==> src/rtl/branch_redirect_if.sv <==
// branch_redirect_if: execute-stage control-transfer request, fetch redirect handshake and status
interface branch_redirect_if #(
    parameter int XLEN       = 32,
    parameter int STAT_WIDTH = 32
);
    logic                  i_Valid;
    logic                  i_Is_Branch;
    logic                  i_Is_Jal;
    logic                  i_Is_Jalr;
    logic                  i_Compare_Result;
    logic [XLEN-1:0]       i_PC;
    logic [XLEN-1:0]       i_Immediate;
    logic [XLEN-1:0]       i_Rs1_Data;
    logic                  i_Predicted_Taken;
    logic [XLEN-1:0]       i_Predicted_Target;
    logic                  i_Fetch_Ready;
    logic                  o_Busy;
    logic                  o_Redirect_Valid;
    logic [XLEN-1:0]       o_Redirect_PC;
    logic                  o_Flush;
    logic [XLEN-1:0]       o_Link_Address;
    logic                  o_Misaligned;
    logic [STAT_WIDTH-1:0] o_Stat_Branches;
    logic [STAT_WIDTH-1:0] o_Stat_Mispredicts;

    modport master (
        output i_Valid, i_Is_Branch, i_Is_Jal, i_Is_Jalr, i_Compare_Result, i_PC,
               i_Immediate, i_Rs1_Data, i_Predicted_Taken, i_Predicted_Target, i_Fetch_Ready,
        input  o_Busy, o_Redirect_Valid, o_Redirect_PC, o_Flush, o_Link_Address,
               o_Misaligned, o_Stat_Branches, o_Stat_Mispredicts
    );

    modport slave (
        input  i_Valid, i_Is_Branch, i_Is_Jal, i_Is_Jalr, i_Compare_Result, i_PC,
               i_Immediate, i_Rs1_Data, i_Predicted_Taken, i_Predicted_Target, i_Fetch_Ready,
        output o_Busy, o_Redirect_Valid, o_Redirect_PC, o_Flush, o_Link_Address,
               o_Misaligned, o_Stat_Branches, o_Stat_Mispredicts
    );
endinterface

==> src/rtl/branch_redirect_unit.sv <==
// branch_redirect_unit: resolves branches/jumps, redirects fetch on mispredict; BRANCH_STATS_EN adds counters
module branch_redirect_unit #(
    parameter int XLEN         = 32,
    parameter int FLUSH_CYCLES = 2,
    parameter int STAT_WIDTH   = 32
) (
    input logic               i_Clock,
    input logic               i_Reset_N,
    branch_redirect_if.slave  bus
);
    localparam int CW = (FLUSH_CYCLES > 1) ? $clog2(FLUSH_CYCLES + 1) : 1;

    typedef enum logic [1:0] {IDLE, REDIRECT, FLUSH} state_t;

    state_t          r_state, w_state_nxt;
    logic [CW-1:0]   r_count, w_count_nxt;
    logic [XLEN-1:0] r_redirect_pc;
    logic [XLEN-1:0] r_link;
    logic            r_misaligned;
    logic            w_accept;
    logic            w_taken;
    logic [XLEN-1:0] w_link;
    logic [XLEN-1:0] w_target;
    logic [XLEN-1:0] w_next;
    logic            w_misaligned;
    logic            w_mispredict;
    logic            w_redirect;

    // Resolve the presented transfer: decision, target, prediction check
    always_comb begin
        w_accept     = bus.i_Valid & (r_state == IDLE) & (bus.i_Is_Branch | bus.i_Is_Jal | bus.i_Is_Jalr);
        w_taken      = bus.i_Is_Jal | bus.i_Is_Jalr | (bus.i_Is_Branch & bus.i_Compare_Result);
        w_link       = bus.i_PC + XLEN'(4);
        w_target     = bus.i_Is_Jalr ? ((bus.i_Rs1_Data + bus.i_Immediate) & ~XLEN'(1))
                                     : (bus.i_PC + bus.i_Immediate);
        w_next       = w_taken ? w_target : w_link;
        w_misaligned = w_taken & w_target[1];
        w_mispredict = (w_taken != bus.i_Predicted_Taken) |
                       (w_taken & (bus.i_Predicted_Target != w_target));
        w_redirect   = w_accept & ~w_misaligned & w_mispredict;
    end

    // Next-state logic: hold redirect until fetch accepts, then count out the flush window
    always_comb begin
        w_state_nxt = r_state;
        w_count_nxt = r_count;
        unique case (r_state)
            IDLE:     w_state_nxt = w_redirect ? REDIRECT : IDLE;
            REDIRECT: if (bus.i_Fetch_Ready) begin
                          w_state_nxt = (FLUSH_CYCLES == 0) ? IDLE : FLUSH;
                          w_count_nxt = CW'(FLUSH_CYCLES);
                      end
            FLUSH:    if (r_count <= CW'(1)) begin
                          w_state_nxt = IDLE;
                          w_count_nxt = '0;
                      end else begin
                          w_count_nxt = r_count - CW'(1);
                      end
            default:  w_state_nxt = IDLE;
        endcase
    end

    // State, flush counter and registered outputs
    always_ff @(posedge i_Clock or negedge i_Reset_N) begin
        if (!i_Reset_N) begin
            r_state       <= IDLE;
            r_count       <= '0;
            r_redirect_pc <= '0;
            r_link        <= '0;
            r_misaligned  <= 1'b0;
        end else begin
            r_state       <= w_state_nxt;
            r_count       <= w_count_nxt;
            r_redirect_pc <= w_redirect ? w_next : r_redirect_pc;
            r_link        <= w_accept ? w_link : r_link;
            r_misaligned  <= w_accept & w_misaligned;
        end
    end

    assign bus.o_Busy           = (r_state != IDLE);
    assign bus.o_Flush          = (r_state != IDLE);
    assign bus.o_Redirect_Valid = (r_state == REDIRECT);
    assign bus.o_Redirect_PC    = r_redirect_pc;
    assign bus.o_Link_Address   = r_link;
    assign bus.o_Misaligned     = r_misaligned;

`ifdef BRANCH_STATS_EN
    logic [STAT_WIDTH-1:0] r_stat_branches;
    logic [STAT_WIDTH-1:0] r_stat_mispredicts;

    // Count resolved transfers and redirects issued, wrapping naturally
    always_ff @(posedge i_Clock or negedge i_Reset_N) begin
        if (!i_Reset_N) begin
            r_stat_branches    <= '0;
            r_stat_mispredicts <= '0;
        end else begin
            r_stat_branches    <= r_stat_branches + STAT_WIDTH'(w_accept);
            r_stat_mispredicts <= r_stat_mispredicts + STAT_WIDTH'(w_redirect);
        end
    end

    assign bus.o_Stat_Branches    = r_stat_branches;
    assign bus.o_Stat_Mispredicts = r_stat_mispredicts;
`else
    assign bus.o_Stat_Branches    = '0;
    assign bus.o_Stat_Mispredicts = '0;
`endif
endmodule
==> src/flat_wrapper.sv <==
// flat-port wrapper written by rule: the top's interface ports become plain ports
module branch_redirect_unit_flat 
#(
    parameter int XLEN         = 32,
    parameter int FLUSH_CYCLES = 2,
    parameter int STAT_WIDTH   = 32
)
  (i_Clock, i_Reset_N, bus_i_Valid, bus_i_Is_Branch, bus_i_Is_Jal, bus_i_Is_Jalr, bus_i_Compare_Result, bus_i_PC, bus_i_Immediate, bus_i_Rs1_Data, bus_i_Predicted_Taken, bus_i_Predicted_Target, bus_i_Fetch_Ready, bus_o_Busy, bus_o_Redirect_Valid, bus_o_Redirect_PC, bus_o_Flush, bus_o_Link_Address, bus_o_Misaligned, bus_o_Stat_Branches, bus_o_Stat_Mispredicts);
  branch_redirect_if #(.XLEN(XLEN), .STAT_WIDTH(STAT_WIDTH)) bus_i ();
  input logic i_Clock;
  input logic i_Reset_N;
  input wire logic [$bits(bus_i.i_Valid)-1:0] bus_i_Valid;
  input wire logic [$bits(bus_i.i_Is_Branch)-1:0] bus_i_Is_Branch;
  input wire logic [$bits(bus_i.i_Is_Jal)-1:0] bus_i_Is_Jal;
  input wire logic [$bits(bus_i.i_Is_Jalr)-1:0] bus_i_Is_Jalr;
  input wire logic [$bits(bus_i.i_Compare_Result)-1:0] bus_i_Compare_Result;
  input wire logic [$bits(bus_i.i_PC)-1:0] bus_i_PC;
  input wire logic [$bits(bus_i.i_Immediate)-1:0] bus_i_Immediate;
  input wire logic [$bits(bus_i.i_Rs1_Data)-1:0] bus_i_Rs1_Data;
  input wire logic [$bits(bus_i.i_Predicted_Taken)-1:0] bus_i_Predicted_Taken;
  input wire logic [$bits(bus_i.i_Predicted_Target)-1:0] bus_i_Predicted_Target;
  input wire logic [$bits(bus_i.i_Fetch_Ready)-1:0] bus_i_Fetch_Ready;
  output wire logic [$bits(bus_i.o_Busy)-1:0] bus_o_Busy;
  output wire logic [$bits(bus_i.o_Redirect_Valid)-1:0] bus_o_Redirect_Valid;
  output wire logic [$bits(bus_i.o_Redirect_PC)-1:0] bus_o_Redirect_PC;
  output wire logic [$bits(bus_i.o_Flush)-1:0] bus_o_Flush;
  output wire logic [$bits(bus_i.o_Link_Address)-1:0] bus_o_Link_Address;
  output wire logic [$bits(bus_i.o_Misaligned)-1:0] bus_o_Misaligned;
  output wire logic [$bits(bus_i.o_Stat_Branches)-1:0] bus_o_Stat_Branches;
  output wire logic [$bits(bus_i.o_Stat_Mispredicts)-1:0] bus_o_Stat_Mispredicts;
  assign bus_i.i_Valid = bus_i_Valid;
  assign bus_i.i_Is_Branch = bus_i_Is_Branch;
  assign bus_i.i_Is_Jal = bus_i_Is_Jal;
  assign bus_i.i_Is_Jalr = bus_i_Is_Jalr;
  assign bus_i.i_Compare_Result = bus_i_Compare_Result;
  assign bus_i.i_PC = bus_i_PC;
  assign bus_i.i_Immediate = bus_i_Immediate;
  assign bus_i.i_Rs1_Data = bus_i_Rs1_Data;
  assign bus_i.i_Predicted_Taken = bus_i_Predicted_Taken;
  assign bus_i.i_Predicted_Target = bus_i_Predicted_Target;
  assign bus_i.i_Fetch_Ready = bus_i_Fetch_Ready;
  assign bus_o_Busy = bus_i.o_Busy;
  assign bus_o_Redirect_Valid = bus_i.o_Redirect_Valid;
  assign bus_o_Redirect_PC = bus_i.o_Redirect_PC;
  assign bus_o_Flush = bus_i.o_Flush;
  assign bus_o_Link_Address = bus_i.o_Link_Address;
  assign bus_o_Misaligned = bus_i.o_Misaligned;
  assign bus_o_Stat_Branches = bus_i.o_Stat_Branches;
  assign bus_o_Stat_Mispredicts = bus_i.o_Stat_Mispredicts;
  branch_redirect_unit #(.XLEN(XLEN), .FLUSH_CYCLES(FLUSH_CYCLES), .STAT_WIDTH(STAT_WIDTH)) u_core (.i_Clock(i_Clock), .i_Reset_N(i_Reset_N), .bus(bus_i));
endmodule
==> config.mk <==
export PLATFORM = sky130hd
export DESIGN_NAME = branch_redirect_unit_flat
export DESIGN_NICKNAME = d
export VERILOG_FILES = /design/src/rtl/branch_redirect_if.sv /design/src/rtl/branch_redirect_unit.sv /design/src/flat_wrapper.sv
export SDC_FILE = /design/constraint.sdc
export NUM_CORES = 1
export LEC_CHECK = 0
export BUFFER_PORTS_ARGS = -buffer_cell sky130_fd_sc_hd__buf_2
export CAP_MARGIN = 25
export CELL_PAD_IN_SITES_DETAIL_PLACEMENT = 0
export CELL_PAD_IN_SITES_GLOBAL_PLACEMENT = 1
export CORE_MARGIN = 2
export CORE_UTILIZATION = 43
export DETAILED_ROUTE_END_ITERATION = 16
export PLACE_DENSITY = 0.93
export SLEW_MARGIN = 10
export SYNTH_ARGS = -nofsm -noshare
export SYNTH_HDL_FRONTEND = slang
export SYNTH_SLANG_ARGS = --single-unit
==> constraint.sdc <==
create_clock -name i_Clock -period 5.75 [get_ports i_Clock]
set_input_delay 0.2875 -clock i_Clock [delete_from_list [all_inputs] [get_ports i_Clock]]
set_output_delay 0.2875 -clock i_Clock [all_outputs]
set_load 0.05 [all_outputs]
# Yosys cells after proc, flatten, opt, wreduce, memory -nomap -nowiden
# Index checks and enable logic that the tools add are counted.
[totals] ff_bits=69 inputBits=137 output_inout_bits=132 word_cells=43
[op_classes] addsub=4 order_cmp=1 n_eq_ne=6 mux=8 bitwise=14 reduce_logical=5
[op_table] operator="$add A32 B32 Y32" n=2
[op_table] operator="$mux W32" n=2
[op_table] operator="$add A32 B3 Y32 const B" n=1
[op_table] operator="$ne A32 B32 Y1" n=1
[op_table] operator="$and A1 B1 Y1" n=8
[op_table] operator="$mux W2" n=3
[op_table] operator="$pmux W2 S3" n=1
[op_table] operator="$or A1 B1 Y1" n=5
[op_table] operator="$pmux W2 S2" n=1
[op_table] operator="$reduce_and A2 Y1" n=2
[op_table] operator="$reduce_bool A2 Y1" n=2
[op_table] operator="$eq A2 B1 Y1 const B" n=1
[op_table] operator="$eq A2 B2 Y1 const B" n=1
[op_table] operator="$le A2 B1 Y1 const B" n=1
[op_table] operator="$logic_not A2 Y1" n=1
[op_table] operator="$ne A2 B1 Y1 const B" n=1
[op_table] operator="$ne A2 B2 Y1 const B" n=1
[op_table] operator="$sub A2 B1 Y2 const B" n=1
[op_table] operator="$mux W1" n=1
[op_table] operator="$ne A1 B1 Y1" n=1
[op_table] operator="$not A1 Y1" n=1

# Depth between registers and ports, before layout
# Gate-level depths: netlist of the first run.
[depth] word_depth=8 depth_mapped=15 mapped_depth_nobuf=14

# Worst setup path after synthesis of the first run
# No wires, ideal clock.
[synth_path] kind="input to register" from="in bus_i_Immediate[3]" to="reg u_core.r_redirect_pc[11] (netlist: u_core.bus.o_Redirect_PC[11])" setup_time_ps=125 t_arrival_ps=3740 required_ps=5625 setup_slack_ps=1885 cell_stages=14 path_buffers=2 cell_sequence="ha_1 -> buf_2 -> and2_1 -> a221oi_2 -> nand2_1 -> xnor2_1 -> mux2_1 -> or4_1 -> nor4_1 -> nand4b_1 -> nand4b_2 -> o21ai_4 -> buf_12 -> mux2_4"
[synth_via] elab_chain_cells=6 word_cells_on_any_way=8
[synth_lines] item="start, declared" line="flat_wrapper.sv:18" rtl="input wire logic [$bits(bus_i.i_Immediate)-1:0] bus_i_Immediate;"
[synth_lines] item="$add A32 B32 Y32, on equally long branches" line="branch_redirect_unit.sv:35, branch_redirect_unit.sv:34"
[synth_lines] item="$mux W32 *" line="branch_redirect_unit.sv:34" rtl="w_target = bus.i_Is_Jalr ? ((bus.i_Rs1_Data + bus.i_Immediate) & ~XLEN'(1))"
[synth_lines] item="$ne A32 B32 Y1" line="branch_redirect_unit.sv:39" rtl="(w_taken & (bus.i_Predicted_Target != w_target));"
[synth_lines] item="$and A1 B1 Y1" line="branch_redirect_unit.sv:39"
[synth_lines] item="$or A1 B1 Y1" line="branch_redirect_unit.sv:38" rtl="w_mispredict = (w_taken != bus.i_Predicted_Taken) |"
[synth_lines] item="$and A1 B1 Y1" line="branch_redirect_unit.sv:40" rtl="w_redirect = w_accept & ~w_misaligned & w_mispredict;"
[synth_lines] item="end signal, assigned" line="branch_redirect_unit.sv:74" rtl="r_redirect_pc <= w_redirect ? w_next : r_redirect_pc;"
[synth_lines] item="end, declared" line="branch_redirect_unit.sv:17" rtl="logic [XLEN-1:0] r_redirect_pc;"
# Mark *: on every way between the ends. The rest lies on a longest branch, timed or not.
# A chain may end at the register's enable or synchronous reset.

# Worst setup path after layout of the first run
[layout_path] from="in bus_i_Immediate[10]" to="reg u_core.r_redirect_pc[19] (netlist: u_core.bus.o_Redirect_PC[19])"
# Same word-level chain as after synthesis.

==> results of run 1 <==
-- stage by stage --
step	cell area [µm²]	power, µW
3_5_place_dp	11000	3400
3_3_place_gp	11000	3360
2_1_floorplan	10400	2820
5_1_grt	11300	4150
4_1_cts	11300	3930
6_report	11300	3930
-- routing by layer --
metal / global-route usage / vias to the layer above
met5: 0 / -
met1: 0.406 / 4911
met2: 0.417 / 472
li1: - / 5015
met3: 0.0257 / 56
met4: 0.0827 / 0
-- worst max-delay path, cell delays in order --
cell and delay, ps:
buf_2 140, ha_1 390, a21oi_1 440, o21ai_1 250, a22oi_1 480, a31oi_1 180, o41ai_1 600, o31ai_1 250
nor4_1 400, nand4b_2 240, o21ai_4 540, buf_12 270, mux2_4 320
-- worst paths after layout --
kind / startpoint / to / slack [ps] / depth (start not counted)
hold / removal: i_Reset_N / u_core.bus.o_Link_Address[5]$_DFFE_PN0P_ / 140 / 2
max in group asynchronous: i_Reset_N / u_core.bus.o_Redirect_PC[27]$_DFFE_PN0P_ / 5030 / 2
setup reg to reg: u_core.r_state[0]$_DFFE_PN0P_ / u_core.bus.o_Redirect_PC[19]$_DFFE_PN0P_ / 3160 / 6
hold reg to reg: u_core.bus.o_Link_Address[20]$_DFFE_PN0P_ / u_core.bus.o_Link_Address[20]$_DFFE_PN0P_ / 470 / 2
min in group i_Clock: bus_i_Fetch_Ready / u_core.r_state[0]$_DFFE_PN0P_ / 190 / 2
setup / recovery: bus_i_Immediate[10] / u_core.bus.o_Redirect_PC[19]$_DFFE_PN0P_ / 1160 / 13
-- power by group --
| group | leakage [µW] | switching, µW | total, µW | internal (µW) |
|---|---|---|---|---|
| registers | 0.000839 | 149 | 871 | 723 |
| logic | 0.00415 | 1790 | 2540 | 752 |
| clock network | 0.000127 | 212 | 518 | 305 |
-- cell usage after synthesis (8+ instances only) --
cell type / count / area share
nand2_1: 130 / 0.048
o21ai_0: 96 / 0.047
a21oi_1: 81 / 0.040
nor2_1: 81 / 0.030
dfrtp_1: 69 / 0.17
buf_4: 66 / 0.049
ha_1: 62 / 0.076
nand3_1: 53 / 0.026
clkbuf_1: 42 / 0.016
xnor2_1: 42 / 0.036
xor2_1: 40 / 0.034
nand4_1: 33 / 0.020
nor3_1: 30 / 0.015
mux2_4: 25 / 0.037
a211oi_1: 23 / 0.017
a21o_1: 23 / 0.017
buf_2: 23 / 0.011
inv_1: 23 / 0.0085
and3_1: 22 / 0.014
o211ai_1: 18 / 0.013
mux2i_1: 16 / 0.016
nand3b_1: 16 / 0.012
o21a_1: 16 / 0.012
nor2b_1: 15 / 0.0092
or3_1: 13 / 0.0080
and2_1: 12 / 0.0074
nor3b_1: 12 / 0.0089
nand2b_1: 11 / 0.0068
a31oi_1: 10 / 0.0062
o22ai_1: 9 / 0.0055
a211o_1: 8 / 0.0069
nor4_1: 8 / 0.0049
o31ai_1: 8 / 0.0059
-- cell usage in the layout, fill, tap and decap left out, types with 40 or more instances in the layout --
cell type / synthesis / final
ha_1: 62 / 62
dfrtp_1: 69 / 69
nand2_1: 130 / 130
conb_1: 1 / 64
nand3_1: 53 / 53
buf_2: 23 / 203
nor2_1: 81 / 81
xnor2_1: 42 / 42
a21oi_1: 81 / 81
o21ai_0: 96 / 96
xor2_1: 40 / 40
-- sequential cells by signal (all words and copies together), names as in the netlist --
register	count
u_core.r_state	2
u_core.r_count	2
u_core.bus.o_Link_Address	32
u_core.bus.o_Misaligned	1
u_core.bus.o_Redirect_PC	32
-- area by class of cell --
type	instances	share of cell area
diodes	1	0.000221
clock buffers	10	0.0211
clock inverters	6	0.00420
inverters	23	0.00762
multi-input cells	1133	0.683
flip-flops and latches	69	0.152
well taps	319	0.0352
repair buffers	212	0.0967
-- cells by family (layout without fill, tap and decap cells) --
logic type	Yosys count	count (layout)	synth area share
AO/OA/AOI/OAI	388	388	0.259
XOR/XNOR	89	89	0.0864
adder cells (fa/ha/maj)	64	64	0.0803
buffers and inverters	166	251	0.0943
flip-flops	69	69	0.170
multiplexers	50	50	0.0627
other	1	65	0.000369
AND/OR/NAND/NOR	478	478	0.247
==> summary.txt, run 1 <==
STA
  • Setup TNS: 0 ps
  • RSZ-0062 raised after global routing: no
  • Max frequency: 218 MHz
  • Worst Skew: 7.57 ps
  • Fin crit share: 0.798
  • Worst slew pin tran: 928 ps
  • Hold WS: 140 ps
  • Max-slew violations: 0
  • Endpoints failing setup: 0
  • Max transition margin: 0.373
  • Final hold vios: 0
  • Final worst slack: 1160 ps
  • Period minus WS final: 4590 ps

Logic synthesis
  • Post-synth EDFFs: 0
  • Fraction of registers with async set/reset: 1.00
  • Syn. warnings: 0
  • Synthesized instance count: 1,305
  • Yosys cell types: 102
  • Main synth FF type: dfrtp_1
  • Synthesized area: 10,200 µm²
  • Syn Area/Cell: 7.79 µm²
  • #FFs+latches synth: 69
  • Post-synthesis sequential area ratio: 0.170

Final layout
  • Layout net count: 1,649
  • Total of fill cells in the finished design: 2,357
  • Final core occ: 0.486
  • Reg area: 1730 µm²
  • Area Overhead vs Synth: 11.5%
  • Fin cells: 1,773
  • Layout cells sized above 1: 0.208
  • Multi-input gate area: 7740 µm²

Routing
  • Met3 wire len: 3020 µm
  • Via density: 5.90
  • Final wirelength: 35,200 µm
  • DRC: 0
  • Top Metal Used: met4
  • Drt pass-1 iters: 8
  • DRT iter0 DRCs: 950
  • Routed wire per std cell: 19.9 µm
  • Via count: 10,500
  • Wire length on met1: 16,300 µm
  • Met2 wire length: 15,000 µm
  • Final ANT Viol Nets: 0

Clocking
  • TritonCTS clock tree: done
  • Cts bufs inserted: 9
  • Clock-pin slew on the worst setup and hold paths: 60 ps
  • Hold-fix buffers, CTS: 0
  • H-tree depth: 3
  • Clk buf depth: 2
  • Post-cts resize count: 0
  • CTS sink count: 69
  • CTS Root Cell: clkbuf_16
  • Worst skew pair latency: 330 ps
  • Post-CTS Setup Bufs: 0

Floorplanning
  • Row count: 56
  • I/O pins: 269
  • Placeable Area: 23,300 µm²
  • Die area: 24,900 µm²
  • Die Ht: 158 µm
  • Starting Density: 0.436
  • Die width: 158 µm

Critical path
  • WS Path Type: in -> reg
  • Worst Path Max Fanout: 20
  • Worst Path Arrival: 4800 ps
  • Startpoint Class: input pin
  • Worst path required time: 5960 ps
  • Endpoint class of the critical path: flop

Pwr
  • P per Cell Area: 347 nW/µm²
  • Worst-case vdd ir drop: 0.306 mV
  • P_leak: 0.00511 µW

Run status
  • Status: complete, no violations

Flow run
  • Max Cap Viol: 0

Global routing
  • First-pass GRT wire length: 52,500 µm
  • All-Layer GR Usage: 0.273
  • Grt ovf: 0
  • Antenna violations before repair: 0
  • Largest net degree at the start of global routing: 70
  • Vias in the first global route: 9,362

Placement
  • Port Buffers: 204
  • Routability congestion estimate: 0.992
  • Final HPWL DP: 28,800 µm
  • Pre-CTS WS: 931 ps
  • Placed cell count: 1,756

Hold path
  • HP Class: in -> async
No activity file was read; power rests on OpenSTA's default activity.
==> run 2: changes to the inputs <==
--- a/config.mk
+++ b/config.mk
@@ -5,14 +5,15 @@
 export SDC_FILE = /design/constraint.sdc
 export NUM_CORES = 1
 export LEC_CHECK = 0
+export ABC_AREA = 1
 export BUFFER_PORTS_ARGS = -buffer_cell sky130_fd_sc_hd__buf_2
 export CAP_MARGIN = 25
 export CELL_PAD_IN_SITES_DETAIL_PLACEMENT = 0
 export CELL_PAD_IN_SITES_GLOBAL_PLACEMENT = 1
 export CORE_MARGIN = 2
-export CORE_UTILIZATION = 43
+export CORE_UTILIZATION = 32
 export DETAILED_ROUTE_END_ITERATION = 16
-export PLACE_DENSITY = 0.93
+export PLACE_DENSITY = 0.82
 export SLEW_MARGIN = 10
 export SYNTH_ARGS = -nofsm -noshare
 export SYNTH_HDL_FRONTEND = slang
==> constraint.sdc (replaced) <==
create_clock -name i_Clock -period 4.21 [get_ports i_Clock]
set_input_delay 0.2105 -clock i_Clock [delete_from_list [all_inputs] [get_ports i_Clock]]
set_output_delay 0.2105 -clock i_Clock [all_outputs]
set_load 0.05 [all_outputs]
==> summary.txt, run 2 <==
Run status
  • Status: complete, no violations

Clocking
  • H-tree depth: 3
  • Worst skew pair latency: 330 ps
  • Post-CTS Setup Bufs: 0
  • Post-cts resize count: 0
  • TritonCTS clock tree: done
  • Clk buf depth: 2
  • Hold-fix buffers, CTS: 0
  • Clock-pin slew on the worst setup and hold paths: 50 ps
  • Cts bufs inserted: 9
  • CTS Root Cell: clkbuf_16
  • CTS sink count: 69

Logic synthesis
  • Fraction of registers with async set/reset: 1.00
  • Cell accounting for the most synthesized area: nand2_1
  • Top post-synthesis cells by count: nand2_1 (759), inv_1 (310), nand3_1 (203), nor2_1 (115), dfrtp_1 (69)
  • Main synth FF type: dfrtp_1
  • Post-synth EDFFs: 0
  • Syn Area/Cell: 5.46 µm²
  • Synthesized instance count: 1,829
  • Yosys top cell area share: 0.285
  • Post-synthesis sequential area ratio: 0.173
  • Synth top area cells: nand2_1 (29%), dfrtp_1 (17%), inv_1 (12%)
  • Syn. warnings: 0
  • #FFs+latches synth: 69
  • Synthesized area: 9980 µm²
  • Most common cell in the netlist: nand2_1
  • Yosys cell types: 39

Placement
  • Port Buffers: 204
  • Final HPWL DP: 34,500 µm
  • Routability congestion estimate: 0.954
  • Placed cell count: 2,408
  • Pre-CTS WS: 955 ps
  • Placed cell areas: 11,200 µm²

STA
  • Max frequency: 337 MHz
  • Worst slew pin tran: 886 ps
  • Setup TNS: 0 ps
  • Fin crit share: 0.706
  • Max-slew violations: 0
  • Max transition margin: 0.409
  • Period minus WS final: 2970 ps
  • Endpoints failing setup: 0
  • Worst Skew: 5.96 ps
  • RSZ-0062 raised after global routing: no
  • Final worst slack: 1240 ps
  • Final hold vios: 0

Final layout
  • Cell area after layout: 11,500 µm²
  • Fin cells: 2,424
  • Layout net count: 2,224
  • Total of fill cells in the finished design: 3,524
  • Multi-input gate area: 6680 µm²
  • Diodes inserted: 0
  • Most frequent cells in the layout: nand2_1 (759), inv_1 (310), buf_2 (204)
  • Layout cells sized above 1: 0.124
  • Area Overhead vs Synth: 15.4%
  • Most common cell after layout, fill and taps aside: nand2_1
  • Reg area: 1730 µm²

Critical path
  • Crit path from: bus_i_Immediate[1]
  • Endpoint class of the critical path: flop
  • Startpoint Class: input pin
  • Worst path required time: 4430 ps
  • Worst r2r dst: u_core.bus.o_Redirect_PC[13]$_DFFE_PN0P_
  • Critical path endpoint: u_core.bus.o_Redirect_PC[13]$_DFFE_PN0P_
  • Worst Path Arrival: 3190 ps
  • Worst Path Max Fanout: 32
  • WS Path Type: in -> reg
  • R2R Setup Slk: 2000 ps
  • R2R depth: 9
  • Worst r2r src: u_core.r_state[1]$_DFFE_PN0P_

Pwr
  • P per Cell Area: 450 nW/µm²
  • Worst-case vdd ir drop: 0.355 mV
  • P_leak: 0.00723 µW
  • Total Power: 5190 µW

Routing
  • Final ANT Viol Nets: 0
  • Final wirelength: 39,600 µm
  • DRT iter0 DRCs: 997
  • Via count: 11,500
  • Drt pass-1 iters: 10
  • Routed wire per std cell: 16.3 µm
  • DRC: 0
  • Via density: 4.75

Floorplanning
  • Placeable Area: 30,700 µm²
  • Die width: 181 µm
  • I/O pins: 269
  • Die Ht: 181 µm
  • Row count: 64
  • Die area: 32,600 µm²
  • Starting Density: 0.326

Global routing
  • GRT met1 Usage: 0.313
  • Vias in the first global route: 10,800
  • Gr busiest metal: met2
  • Grt met2 use: 0.402
  • Routing usage on met3: 0.0311
  • All-Layer GR Usage: 0.239
  • Antenna violations before repair: 0
  • Grt ovf: 0
  • Largest net degree at the start of global routing: 70
  • First-pass GRT wire length: 60,800 µm

Flow run
  • Max Cap Viol: 0

Hold path
  • HP Class: in -> async
run 2: cell families (layout without fill, tap and decap cells):
kind of cell | after synthesis | count (layout) | share of synthesized area
simple gates | 1155 | 1155 | 0.484
fa+ha+maj | 64 | 64 | 0.0817
buf+inv | 409 | 545 | 0.182
compound gates | 101 | 101 | 0.0526
flops | 69 | 69 | 0.173
xor+xnor | 30 | 30 | 0.0263
other cells | 1 | 64 | 0.000376
run 2: layout make-up:
type / count / area share
Multi-Input combinational cell: 1414 / 0.580
Sequential cell: 69 / 0.150
Inverter: 316 / 0.103
Timing Repair Buffer: 213 / 0.0945
Tap cell: 396 / 0.0430
Clock buffer: 9 / 0.0195
Clock inverter: 7 / 0.0105
run 2: per-layer routing:
metal	routed length, µm	share of wire	vias up
met2	18000	0.46	408
met4	1660	0.042	0
met3	2380	0.060	66
met1	17500	0.44	5136
met5	0	0	-
li1	-	-	5900
run 2: worst min path at each step:
stage | endpoint | slack, ps | start
floorplan | u_core.bus.o_Link_Address[0]$_DFFE_PN0P_ | -90 | i_Reset_N
global placement | u_core.r_state[0]$_DFFE_PN0P_ | 430 | bus_i_Fetch_Ready
detailed placement | u_core.r_state[0]$_DFFE_PN0P_ | 430 | bus_i_Fetch_Ready
CTS | u_core.r_state[0]$_DFFE_PN0P_ | 80 | bus_i_Fetch_Ready
global route | u_core.r_state[0]$_DFFE_PN0P_ | 80 | bus_i_Fetch_Ready
finish | u_core.r_count[0]$_DFFE_PN0P_ | 90 | i_Reset_N
run 2: power breakdown:
part,switching [µW],internal [µW]
clock,288,581
combinational,2410,721
sequential,210,977
total,2910,2280
run 2: worst max-delay path, stage by stage:
cell	delay [ps]
buf_2	110
inv_1	90
fa_1	410
inv_1	160
nand3_1	110
nand2_1	170
nand2_1	90
nand2_1	170
nand2_1	90
nand3_1	150
nand2_1	130
nand2_1	80
nand2_1	40
nor2_1	170
nand2_1	80
nor2_1	100
nand4_1	120
nor2_1	140
nand3_2	110
buf_4	260
nand3_1	120
nand2_1	60
run 2: through the flow:
| step | util | hold slack, ps |
|---|---|---|
| 6_report | 0.376 | 85.1 |
| 5_1_grt | 0.376 | 80.8 |
| 4_1_cts | 0.376 | 80.1 |
| 3_5_place_dp | 0.364 | 429 |
| 3_3_place_gp | 0.364 | 426 |
| 2_1_floorplan | - | -85.1 |
